[src/rtl/fetch_queue_unit.sv]
// Fetch queue unit: issues sequential instruction fetches (one outstanding at a
// time), buffers returned words with their PCs in a small FIFO for decode, and
// handles redirects by flushing the queue and discarding the in-flight reply.
module fetch_queue_unit #(
    parameter int               XLEN     = 32,
    parameter int               DEPTH    = 4,
    parameter logic [XLEN-1:0]  RESET_PC = '0,
    parameter int               STEP     = 4
) (
    input  logic                       clk,
    input  logic                       reset,
    input  logic                       redirect_valid,
    input  logic [XLEN-1:0]            redirect_pc,
    output logic                       imem_req_valid,
    input  logic                       imem_req_ready,
    output logic [XLEN-1:0]            imem_req_addr,
    input  logic                       imem_rsp_valid,
    input  logic [31:0]                imem_rsp_data,
    output logic                       out_valid,
    input  logic                       out_ready,
    output logic [XLEN-1:0]            out_pc,
    output logic [31:0]                out_instr,
    output logic [$clog2(DEPTH):0]     occupancy
);

    localparam int PW = $clog2(DEPTH);

    logic [XLEN-1:0] pc;
    logic            outstanding;
    logic            stale;
    logic [XLEN-1:0] req_addr;
    logic [XLEN-1:0] q_pc    [DEPTH];
    logic [31:0]     q_instr [DEPTH];
    logic [PW-1:0]   rd_ptr;
    logic [PW-1:0]   wr_ptr;
    logic [PW:0]     count;

    logic accept;
    logic push;
    logic pop;

    // Issue only when idle, not full and not being redirected; the reset term
    // keeps the request low combinationally while reset is held.
    assign imem_req_valid = !reset && !outstanding && (count < (PW+1)'(DEPTH)) && !redirect_valid;
    assign imem_req_addr  = pc;
    assign accept         = imem_req_valid && imem_req_ready;
    assign push           = imem_rsp_valid && outstanding && !stale && !redirect_valid;
    assign out_valid      = (count != '0);
    assign pop            = out_valid && out_ready && !redirect_valid;
    assign out_pc         = q_pc[rd_ptr];
    assign out_instr      = q_instr[rd_ptr];
    assign occupancy      = count;

    // PC register: redirect wins, otherwise advance (wrapping) on each accepted request.
    always_ff @(posedge clk or posedge reset) begin
        if (reset) begin
            pc <= RESET_PC;
        end else if (redirect_valid) begin
            pc <= redirect_pc;
        end else if (accept) begin
            pc <= pc + XLEN'(STEP);
        end
    end

    // Outstanding/stale tracking for the single in-flight request.
    always_ff @(posedge clk or posedge reset) begin
        if (reset) begin
            outstanding <= 1'b0;
            stale       <= 1'b0;
        end else if (redirect_valid) begin
            // A reply on the redirect edge retires the request; otherwise the
            // in-flight request keeps waiting but its reply will be thrown away.
            if (imem_rsp_valid) begin
                outstanding <= 1'b0;
                stale       <= 1'b0;
            end else begin
                stale       <= outstanding;
            end
        end else if (accept) begin
            outstanding <= 1'b1;
            stale       <= 1'b0;
        end else if (imem_rsp_valid && outstanding) begin
            outstanding <= 1'b0;
            stale       <= 1'b0;
        end
    end

    // Address of the in-flight request, paired with its reply at push time.
    always_ff @(posedge clk) begin
        if (accept) begin
            req_addr <= pc;
        end
    end

    // Queue storage: written at the tail on each non-stale reply.
    always_ff @(posedge clk) begin
        if (push) begin
            q_pc[wr_ptr]    <= req_addr;
            q_instr[wr_ptr] <= imem_rsp_data;
        end
    end

    // Pointers and occupancy; a redirect empties the queue outright.
    always_ff @(posedge clk or posedge reset) begin
        if (reset) begin
            rd_ptr <= '0;
            wr_ptr <= '0;
            count  <= '0;
        end else if (redirect_valid) begin
            rd_ptr <= '0;
            wr_ptr <= '0;
            count  <= '0;
        end else begin
            if (pop) begin
                rd_ptr <= rd_ptr + PW'(1);
            end
            if (push) begin
                wr_ptr <= wr_ptr + PW'(1);
            end
            if (push && !pop) begin
                count <= count + (PW+1)'(1);
            end else if (pop && !push) begin
                count <= count - (PW+1)'(1);
            end
        end
    end

endmodule

[config.mk]
export PLATFORM = sky130hd
export DESIGN_NAME = fetch_queue_unit
export DESIGN_NICKNAME = d
export VERILOG_FILES = /design/src/rtl/fetch_queue_unit.sv
export SDC_FILE = /design/constraint.sdc
export NUM_CORES = 1
export LEC_CHECK = 0
export CAP_MARGIN = 20
export CELL_PAD_IN_SITES_DETAIL_PLACEMENT = 0
export CELL_PAD_IN_SITES_GLOBAL_PLACEMENT = 1
export CORE_UTILIZATION = 30
export DETAILED_ROUTE_END_ITERATION = 8
export GPL_TIMING_DRIVEN = 0
export HOLD_SLACK_MARGIN = 0.05
export MAX_ROUTING_LAYER = met4
export PLACE_DENSITY = 0.59
export SKIP_LAST_GASP = 1
export SLEW_MARGIN = 10
export SYNTH_ARGS = -nofsm -noshare
export SYNTH_HDL_FRONTEND = slang
export SYNTH_SLANG_ARGS = --single-unit
[constraint.sdc]
create_clock -name clk -period 3.9 [get_ports clk]
set_input_delay 0.78 -clock clk [delete_from_list [all_inputs] [get_ports clk]]
set_output_delay 0.78 -clock clk [all_outputs]
set_load 0.01 [all_outputs]
* After elaboration in Yosys (flattened, before gate mapping)
Memory sizes are Yosys's and may differ from the RTL's.
Cells that the tools add are included.
** Word-level totals
- Bits of input ports :: 70
- Memories kept :: 2
- Latch bits :: 0
- Bits in writable memories :: 256
- Memory bits (read-only) :: 0
- Register bits :: 73
** Operators by class
- Add/subtract/negate cells :: 5
- Bitwise gates (word level) :: 0
- Equal/unequal tests :: 0
- Mux-type cells :: 17
- Multipliers :: 0
- Order comparisons :: 1
- Shift-type cells :: 0
- Reductions and logical operators :: 23
- Div/mod/pow operators :: 0
** Memories
- q_instr :: depth 4, bits a word 32, read ports 1, clocked after Yosys merged registers in 0, write ports 1, RTL line 33 : logic [31:0] q_instr [DEPTH];
- q_pc :: depth 4, bits a word 32, read ports 1, clocked after Yosys merged registers in 0, write ports 1, RTL line 32 : logic [XLEN-1:0] q_pc [DEPTH];
** Operator list (count)
- two-way mux 32 bit :: 2
- adder 32 x 3 -> 32 bit, second input constant :: 1
- logical AND 1 bit :: 11
- two-way mux 3 bit :: 3
- nonzero test 3 bit :: 3
- two-way mux 1 bit :: 8
- two-way mux 2 bit :: 4
- zero test 1 bit :: 6
- nonzero test 2 bit :: 3
- adder 2 x 1 -> 2 bit, second input constant :: 2
- adder 3 x 1 -> 3 bit, second input constant :: 1
- < comparator 3 bit, second input constant :: 1
- subtractor 3 x 1 -> 3 bit, second input constant :: 1

* Depth between registers and ports, before layout
Gate-level depths: netlist of run 1.
- Depth after elaboration :: 8
- Gate-level depth with buffers :: 8

* Least setup slack after synthesis of run 1
Ideal clock, no wire load.
- Kind :: input to register
- From :: in imem_rsp_valid
- To :: mem q_instr[0][0] (enable)
- Setup slack :: 0.744 ns
- Buffers on the path :: 0
- Stages :: 3
- Required time :: 3.471 ns
- Data arrival time :: 2.727 ns
- Path through :: nand3b_1 -> nor2_1 -> and2_1
** On the way
- Cells in the longest elaborated chain, start to end :: 5
** RTL lines
- from (decl) :: RTL line 17 : input logic imem_rsp_valid,
- logical AND 1 bit (3 in a row) :: RTL line 47 : assign push = imem_rsp_valid && outstanding && !stale && !redirect_valid;
- two-way mux 1 bit :: RTL line 97 : if (push) begin
- two-way mux 1 bit (implied by the code) :: RTL line 99 : q_instr[wr_ptr] <= imem_rsp_data;
- to (decl) :: RTL line 33
Every way passes these cells.

* Worst setup path after layout of run 1
- From :: reg rd_ptr[1]
- To :: out out_pc[7]
** On the way
- Cells in the longest elaborated chain, start to end :: 1
** RTL lines
- from (decl) :: RTL line 34 : logic [PW-1:0] rd_ptr;
- from (signal assigned) :: RTL line 115 : rd_ptr <= rd_ptr + PW'(1);
- memory (4 x 32 bit)
- to (decl) :: RTL line 21 : output logic [XLEN-1:0] out_pc,
Every way passes these cells.

==> out/qor.txt, run 1 <==
CTS clock-pin slew for the worst setup and hold paths: 0.06 ns
flop2flop setup slack: 1.19 ns
PostCTS Resize Cnt: 5
hold buffers post-CTS: 0
post-DP HPWL: 19200 µm
clock skew after layout: 0.0210 ns
final worst setup slack: 0.189 ns
Die Width: 207 µm
max_slew headroom: 36.4%
DP Area: 15100 µm²
hold depth: 0
Setup violations, final: 0
largest cells by area after synthesis: edfxtp_1, mux4_2, dfrtp_1
async set-reset flop share out of synthesis: 12.5%
core box area: 41100 µm²
WP data required: 3.12 ns
clock root buffer: clkbuf_16
top cell type's share of synthesized area: 68.7%
Ys Warns: 0
row count: 74
sequential share of the synthesized area: 76.9%
maximum vdd drop: 257 µV
routed via count: 6794
Startpoint Class: register
Worst Path Max Fanout: 11
Synth Register Bits: 329
diodes inserted: 0
post-CTS setup buffers: 0
I/O Buffers: 170
Hold Vio Cnt, Final: 0
layout cell share with drive strength beyond 1: 16.5%
initial antenna violation count: 0
first-pass GRT wire length: 44500 µm
failing checks: design-rule violations
Die ar.: 42800 µm²
Tcrit/Tclk final: 95.1%
CTS tree: yes
Max clock buf depth: 3
IO Pins: 171
post-layout util: 39.7%
Final nets: 928
Routed WL: 30100 µm
Period minus WS final: 3.71 ns
Setup WS pre-CTS: 0.0669 ns
unrepaired setup endpoints after global routing: no
worst slew pin tran: 0.954 ns
power per cell area: 584 nW/µm²
Worst Reg2Reg Path Length in Cells: 8
gr ovfl total: 0
total power: 9.53 mW
ys flop type: edfxtp_1
mapped cell area: 12600 µm²
status: finished, violations left
Synth top cells by count: edfxtp_1, mux4_2, dfrtp_1, nand2_1
# fillers: 3767
post-route ant nets: 0
GRT Util Overall: 14.7%
Vert. Die Dim: 207 µm
Worst setup EP type: output pin
WL/cell: 21.3 µm
final instance area: 16300 µm²
Fmax: 270 MHz
EDFF count, synth: 288
maxcap violations: 0
critical path class: register to output pin
Slew Limit Fails: 0
Vias/cell: 4.82
average cell area after synthesis: 19.8 µm²
Synth cell types: 51
Initial Util: 30.6%
# clock sinks: 329
top-count cell post-synth: edfxtp_1
Syn Nets: 713
largest net degree at the start of global routing: 49
P_leak: 5.34 nW
DR iter-0 viols: 375
area growth from synthesis to layout: 29.6%
later-pin clock latency in the skew report: 0.52 ns
vias in the first global route: 7074
CTS H-tree lvls: 2
Placer Congestion: 0.767
cell taking the most area after synthesis: edfxtp_1
Gate Count Post-Synth: 637
cts bufs inserted: 38
worst hold path type: register to register
drt drc: 10
1st-pass router iterations: 9
Critical Path AT: 2.93 ns
layout by cell type (no fill, tap or decap), drive strengths merged, types with 6 or more instances in the layout:
cell type      count
nor2b              7
clkinv             9
clkdlybuf4s50    170
nand3             14
clkbuf            66
o211ai            10
xnor2              6
and2               8
a21oi              6
nand2             35
mux4              64
nand4              8
inv               15
o21ai             18
buf               16
o311ai             7
nor3               7
dfrtp             41
nor2              18
and3               7
edfxtp           288
power by group:
part / total [mW] / switching [mW] / internal [mW]
registers: 4.11 / 0.149 / 3.96
clock network: 3.42 / 1.37 / 2.06
logic: 2.00 / 0.875 / 1.12
critical path, stage by stage, from the launching register on:
cell	delay (ns)
dfrtp_1	0.80
clkbuf_1	0.61
mux4_2	0.42
clkdlybuf4s50_1	0.58
path summary, 6_finish.rpt:
| check | to | startpoint |
|---|---|---|
| max in group asynchronous | imem_req_addr[11] | reset |
| worst max register to register | imem_req_addr[26] | occupancy[2] |
| worst min register to register | req_addr[0] | imem_req_addr[0] |
| worst min-delay path | req_addr[0] | imem_req_addr[0] |
| worst max-delay path | out_pc[7] | rd_ptr[1] |
| min in group asynchronous | stale | reset |
layout make-up:
class | instances | area (µm²) | share of cell area, %
inverters | 12 | 45.0 | 0.276
well taps | 532 | 666 | 4.08
repair buffers | 176 | 1850 | 11.3
multi-input cells | 268 | 2760 | 16.9
clock buffers | 50 | 1030 | 6.29
clock inverters | 16 | 166 | 1.02
plain buffers | 27 | 128 | 0.782
flip-flops and latches | 329 | 9670 | 59.3
cells by family (layout without fill, tap and decap cells):
kind of cell	after synthesis	count (layout)	synth area share (%)
flops	329	329	76.9
simple gates	122	122	5.26
mux	69	69	11.9
compound gates	64	64	3.60
buf+inv	40	281	1.28
xor+xnor	7	7	0.487
fa+ha+maj	6	6	0.656
sequential cells by signal (all words and copies together) (netlist names):
name / cells
q_pc: 128
occupancy: 3
req_addr: 32
wr_ptr: 2
rd_ptr: 2
q_instr: 128
outstanding: 1
imem_req_addr: 32
stale: 1
through the flow:
stage,hold WS (ns),setup TNS [ns],cells
finish,0.489,0,1410
global route,0.507,0,1410
CTS,0.479,0,1409
detailed placement,0.459,0,1344
global placement,0.467,-395.45,1339
floorplan,0.459,0,637
metal layers:
metal / global-route usage, % / routed length, µm / vias up
li1: - / - / 3049
met1: 19.2 / 13300 / 3487
met2: 23.0 / 14400 / 214
met3: 3.09 / 1820 / 44
met4: 4.17 / 524 / 0
met5: - / 0 / -
Power figures use the tool's default switching activity.
==> inputs of run 2 (changes only) <==
- CAP_MARGIN: 20 -> 5
- SLEW_MARGIN: 10 -> 20
==> out/qor.txt, run 2 (synthesis results as in run 1) <==
status: finished, violations left (unchanged)
failing checks: design-rule violations (unchanged)
CTS H-tree lvls: 2 (unchanged)
Placer Congestion: 0.767 (unchanged)
Setup WS pre-CTS: 0.0215 ns (was 0.0669 ns)
core box area: 41100 µm² (unchanged)
final worst setup slack: 0.216 ns (was 0.189 ns)
Critical Path AT: 2.90 ns (was 2.93 ns)
WL/cell: 21.3 µm (about the same)
Final nets: 928 (unchanged)
setup tns final: 0 ns (unchanged)
area growth from synthesis to layout: 30.6% (was 29.6%)
post-DP HPWL: 19400 µm (was 19200 µm)
clock skew after layout: 0.00906 ns (was 0.0210 ns)
unrepaired setup endpoints after global routing: no (unchanged)
1st-pass router iterations: 8 (was 9)
# clock sinks: 329 (unchanged)
hold buffers post-CTS: 0 (unchanged)
CTS tree: yes (unchanged)
layout cell share with drive strength beyond 1: 16.8% (was 16.5%)
gr ovfl total: 0 (unchanged)
post-layout util: 40.0% (was 39.7%)
routed via count: 6775 (was 6794)
# fillers: 3764 (was 3767)
Setup violations, final: 0 (unchanged)
P_leak: 5.38 nW (was 5.34 nW)
initial antenna violation count: 0 (unchanged)
most frequent cells in the layout: edfxtp_1, clkdlybuf4s50_1, mux4_2 (unchanged)
power per cell area: 601 nW/µm² (was 584 nW/µm²)
row count: 74 (unchanged)
max_slew headroom: 35.4% (was 36.4%)
drt drc: 9 (was 10)
top flop regs: q_instr x128, q_pc x128 (unchanged)
Worst setup EP type: output pin (unchanged)
WP data required: 3.12 ns (about the same)
cts bufs inserted: 39 (was 38)
Worst Path Max Fanout: 10 (was 11)
worst hold path type: register to register (unchanged)
IO Pins: 171 (unchanged)
Max clock buf depth: 3 (unchanged)
GRT Util Overall: 14.7% (about the same)
later-pin clock latency in the skew report: 0.52 ns (about the same)
Vias/cell: 4.79 (was 4.82)
post-route ant nets: 0 (unchanged)
largest net degree at the start of global routing: 44 (was 49)
CTS clock-pin slew for the worst setup and hold paths: 0.06 ns (about the same)
Routed WL: 30100 µm (about the same)
maximum vdd drop: 263 µV (was 257 µV)
clock root buffer: clkbuf_16 (unchanged)
Tcrit/Tclk final: 94.5% (was 95.1%)
most common cell after layout, fill and taps aside: edfxtp_1 (unchanged)
Vert. Die Dim: 207 µm (unchanged)
vias in the first global route: 7158 (was 7074)
Hold Vio Cnt, Final: 0 (unchanged)
DP Area: 15100 µm² (about the same)
final instance area: 16400 µm² (was 16300 µm²)
maxcap violations: 0 (unchanged)
diodes inserted: 0 (unchanged)
Startpoint Class: register (unchanged)
DR iter-0 viols: 430 (was 375)
first-pass GRT wire length: 44800 µm (was 44500 µm)
Die Width: 207 µm (unchanged)
post-CTS setup buffers: 0 (unchanged)
Fmax: 271 MHz (was 270 MHz)
Initial Util: 30.6% (unchanged)
Die ar.: 42800 µm² (unchanged)
worst slew pin tran: 0.969 ns (was 0.954 ns)
Slew Limit Fails: 0 (unchanged)
I/O Buffers: 170 (unchanged)
critical path class: register to output pin (unchanged)
Period minus WS final: 3.68 ns (was 3.71 ns)
==> run 2: cell type report <==
cell class	instances	area, µm²	share of cell area [%]
clock inverter	27	317	1.93
inverter	12	45.0	0.274
multi-input combinational	268	2760	16.8
clock buffer	44	1040	6.31
sequential	329	9670	58.8
timing repair buffer	175	1810	11.0
buffer	27	130	0.791
tap	532	666	4.05
==> run 2: final timing paths <==
kind                       cells after the start                end  slack [ns]             start
max                                            4         out_pc[27]        0.22         rd_ptr[0]
min                                            0        req_addr[0]        0.47  imem_req_addr[0]
max reg2reg                                    7  imem_req_addr[26]        1.24      occupancy[2]
min reg2reg                                    0        req_addr[0]        0.47  imem_req_addr[0]
max in group asynchronous                      3   imem_req_addr[0]        2.74             reset
min in group asynchronous                      2  imem_req_addr[25]        0.66             reset
==> run 2: report_power, final <==
group / leakage [nW] / internal, mW / switching [mW]
Sequential: 3.11 / 3.96 / 0.149
Combinational: 1.62 / 1.12 / 0.874
Clock: 0.646 / 2.38 / 1.40
==> run 2: metrics by stage <==
stage / instances / hold slack [ns] / power [mW]
finish: 1414 / 0.473 / 9.88
CTS: 1414 / 0.467 / 10.1
floorplan: 637 / 0.459 / 5.18
global placement: 1339 / 0.467 / 6.21
global route: 1414 / 0.493 / 10.3
detailed placement: 1344 / 0.459 / 6.22
==> run 2: repair_timing <==
item	CTS	global route
endpoints found under the setup margin	59	0
endpoints found under the hold margin	0	0
resized for setup	5	0
==> run 2: metal layers <==
metal | part of all wire (%) | track usage (%) | wire length, µm
met1 | 44 | 19.5 | 13300
met2 | 48 | 23.0 | 14500
met3 | 5.7 | 3.01 | 1720
met4 | 1.9 | 4.07 | 566
met5 | 0 | - | 0
==> run 2: worst max-delay path: stages, from the launching register on <==
cell and delay, ns:
dfrtp_1 0.40, clkdlybuf4s15_2 0.49, buf_2 0.41, mux4_2 0.55
clkdlybuf4s50_1 0.53
==> inputs of run 3 (changes only) <==
- CTS_BUF_LIST: unset -> sky130_fd_sc_hd__clkbuf_8
==> out/qor.txt, run 3 (synthesis results as in run 1) <==
failing checks: design-rule violations (unchanged)
flop2flop setup slack: 1.23 ns (was 1.24 ns)
setup tns final: 0 ns (unchanged)
maximum vdd drop: 194 µV (was 263 µV)
Worst Path Max Fanout: 10 (unchanged)
maxcap violations: 0 (unchanged)
GRT Util Overall: 15.0% (was 14.7%)
Placer Congestion: 0.767 (unchanged)
WL/cell: 21.1 µm (was 21.3 µm)
Slew Limit Fails: 0 (unchanged)
RR Endpoint: imem_req_addr[26] (unchanged)
post-CTS setup buffers: 0 (unchanged)
clock root buffer: clkbuf_8 (was clkbuf_16)
critical path class: register to output pin (unchanged)
Vias/cell: 4.73 (was 4.79)
Critical Path AT: 2.89 ns (was 2.90 ns)
P_leak: 5.36 nW (was 5.38 nW)
final hold slack: 0.490 ns (was 0.473 ns)
Worst Reg2Reg Path Length in Cells: 7 (unchanged)
WP data required: 3.12 ns (about the same)
Crit-path slowest cell: buf_1 (was mux4_2)
drt drc: 10 (was 9)
CTS clock-pin slew for the worst setup and hold paths: 0.06 ns (about the same)
layout cell share with drive strength beyond 1: 17.7% (was 16.8%)
initial antenna violation count: 0 (unchanged)
cts bufs inserted: 55 (was 39)
M3 GR Usage: 3.41% (was 3.01%)
Switching Share: 26.5% (was 24.5%)
1st-pass router iterations: 9 (was 8)
most common cell after layout, fill and taps aside: edfxtp_1 (unchanged)
critical path buffer and inverter count: 2 (was 3)
grt met2 use: 23.1% (was 23.0%)
crit path from: rd_ptr[0] (unchanged)
CTS tree: yes (unchanged)
Final nets: 945 (was 928)
power per cell area: 562 nW/µm² (was 601 nW/µm²)
Die ar.: 42800 µm² (unchanged)
Max clock buf depth: 3 (unchanged)
row count: 74 (unchanged)
PostCTS Resize Cnt: 9 (was 5)
later-pin clock latency in the skew report: 0.64 ns (was 0.52 ns)
Die Width: 207 µm (unchanged)
I/O Buffers: 170 (unchanged)
Routed WL: 30500 µm (was 30100 µm)
Int Power: 6.67 mW (was 7.45 mW)
combinational power share: 22.0% (was 20.2%)
# clock sinks: 329 (unchanged)
status: finished, violations left (unchanged)
GRT busiest layer: met2 (unchanged)
core box area: 41100 µm² (unchanged)
Startpoint Class: register (unchanged)
critical path cell sequence: buf_1, mux4_2, clkdlybuf4s50_1 (was clkdlybuf4s15_2, buf_2, mux4_2, clkdlybuf4s50_1)
post-DP HPWL: 19400 µm (unchanged)
vias in the first global route: 7321 (was 7158)
Tcrit/Tclk final: 94.1% (was 94.5%)
DR iter-0 viols: 414 (was 430)
Hold Vio Cnt, Final: 0 (unchanged)
hold buffers post-CTS: 0 (unchanged)
largest net degree at the start of global routing: 44 (unchanged)
Period minus WS final: 3.67 ns (was 3.68 ns)
CP Capture Point: out_instr[9] (was out_pc[27])
gr ovfl total: 0 (unchanged)
most frequent cells in the layout: edfxtp_1, clkdlybuf4s50_1, mux4_2 (unchanged)
clock skew after layout: 0.0280 ns (was 0.00906 ns)
top flop regs: q_instr x128, q_pc x128 (unchanged)
CTS H-tree lvls: 2 (unchanged)
IO Pins: 171 (unchanged)
diodes inserted: 0 (unchanged)
Fmax: 273 MHz (was 271 MHz)
Vert. Die Dim: 207 µm (unchanged)
GR Layer Usage met1: 19.4% (was 19.5%)
Clock Power Share: 32.8% (was 38.2%)
reg-to-reg critical path startpoint: occupancy[2] (unchanged)
worst hold path type: register to register (unchanged)
first-pass GRT wire length: 45300 µm (was 44800 µm)
unrepaired setup endpoints after global routing: no (unchanged)
max_slew headroom: 34.9% (was 35.4%)
routed via count: 6835 (was 6775)
area growth from synthesis to layout: 28.3% (was 30.6%)
CP delay by family, top: buffers and inverters (unchanged)
Worst path depth: 3 (was 4)
Setup violations, final: 0 (unchanged)
NetSw: 2.41 mW (was 2.42 mW)
Initial Util: 30.6% (unchanged)
Worst setup EP type: output pin (unchanged)
post-route ant nets: 0 (unchanged)
register share of total power: 45.2% (was 41.6%)
worst slew pin tran: 0.977 ns (was 0.969 ns)
CP max stage delay: 0.75 ns (was 0.55 ns)
-- run 3: final cells by class --
| class | instances | area (µm²) |
|---|---|---|
| Buffer | 28 | 131 |
| Clock buffer | 55 | 757 |
| Clock inverter | 46 | 307 |
| Fill cell | 3796 | 25000 |
| Inverter | 12 | 45.0 |
| Multi-Input combinational cell | 268 | 2760 |
| Sequential cell | 329 | 9670 |
| Tap cell | 532 | 666 |
| Timing Repair Buffer | 175 | 1810 |
-- run 3: worst min path at each step --
stage,depth (start not counted),end,start
finish,0,req_addr[0],imem_req_addr[0]
global route,0,q_pc[2][3],req_addr[3]
CTS,0,req_addr[0],imem_req_addr[0]
detailed placement,0,req_addr[0],imem_req_addr[0]
global placement,0,req_addr[0],imem_req_addr[0]
floorplan,0,q_pc[0][0],req_addr[0]
-- run 3: power by group through the flow --
stage / logic [mW] / registers, mW / clock network (mW)
floorplan: 1.04 / 4.14 / 0
global placement: 2.03 / 4.18 / 0
detailed placement: 2.04 / 4.17 / 0
CTS: 2.06 / 4.10 / 3.11
global route: 2.17 / 4.12 / 3.24
finish: 2.00 / 4.10 / 2.98
-- run 3: per-layer routing --
metal | vias up | wire, µm
met5 | - | 0
met4 | 0 | 633
met3 | 51 | 1720
met2 | 213 | 14600
met1 | 3488 | 13600
li1 | 3083 | -
-- run 3: stage by stage --
step                      util [%]  std cells  power [mW]  area, µm²  setup slack, ns
after floorplan                  -        637        5.18      12600            0.744
after global placement        36.4       1339        6.21      15000            -1.59
after detailed placement      36.7       1344        6.22      15100           0.0215
after CTS                     39.3       1445        9.28      16100           0.0605
after global routing          39.3       1445        9.53      16200           0.0108
final                         39.3       1445        9.08      16200            0.232
-- run 3: worst reg2reg max path: cells and delay by family, from the launching register on --
kind / cells / cell delay, ns
compound gates: 1 / 0.09
buf+inv: 2 / 0.84
flops: 1 / 0.44
simple gates: 4 / 1.16
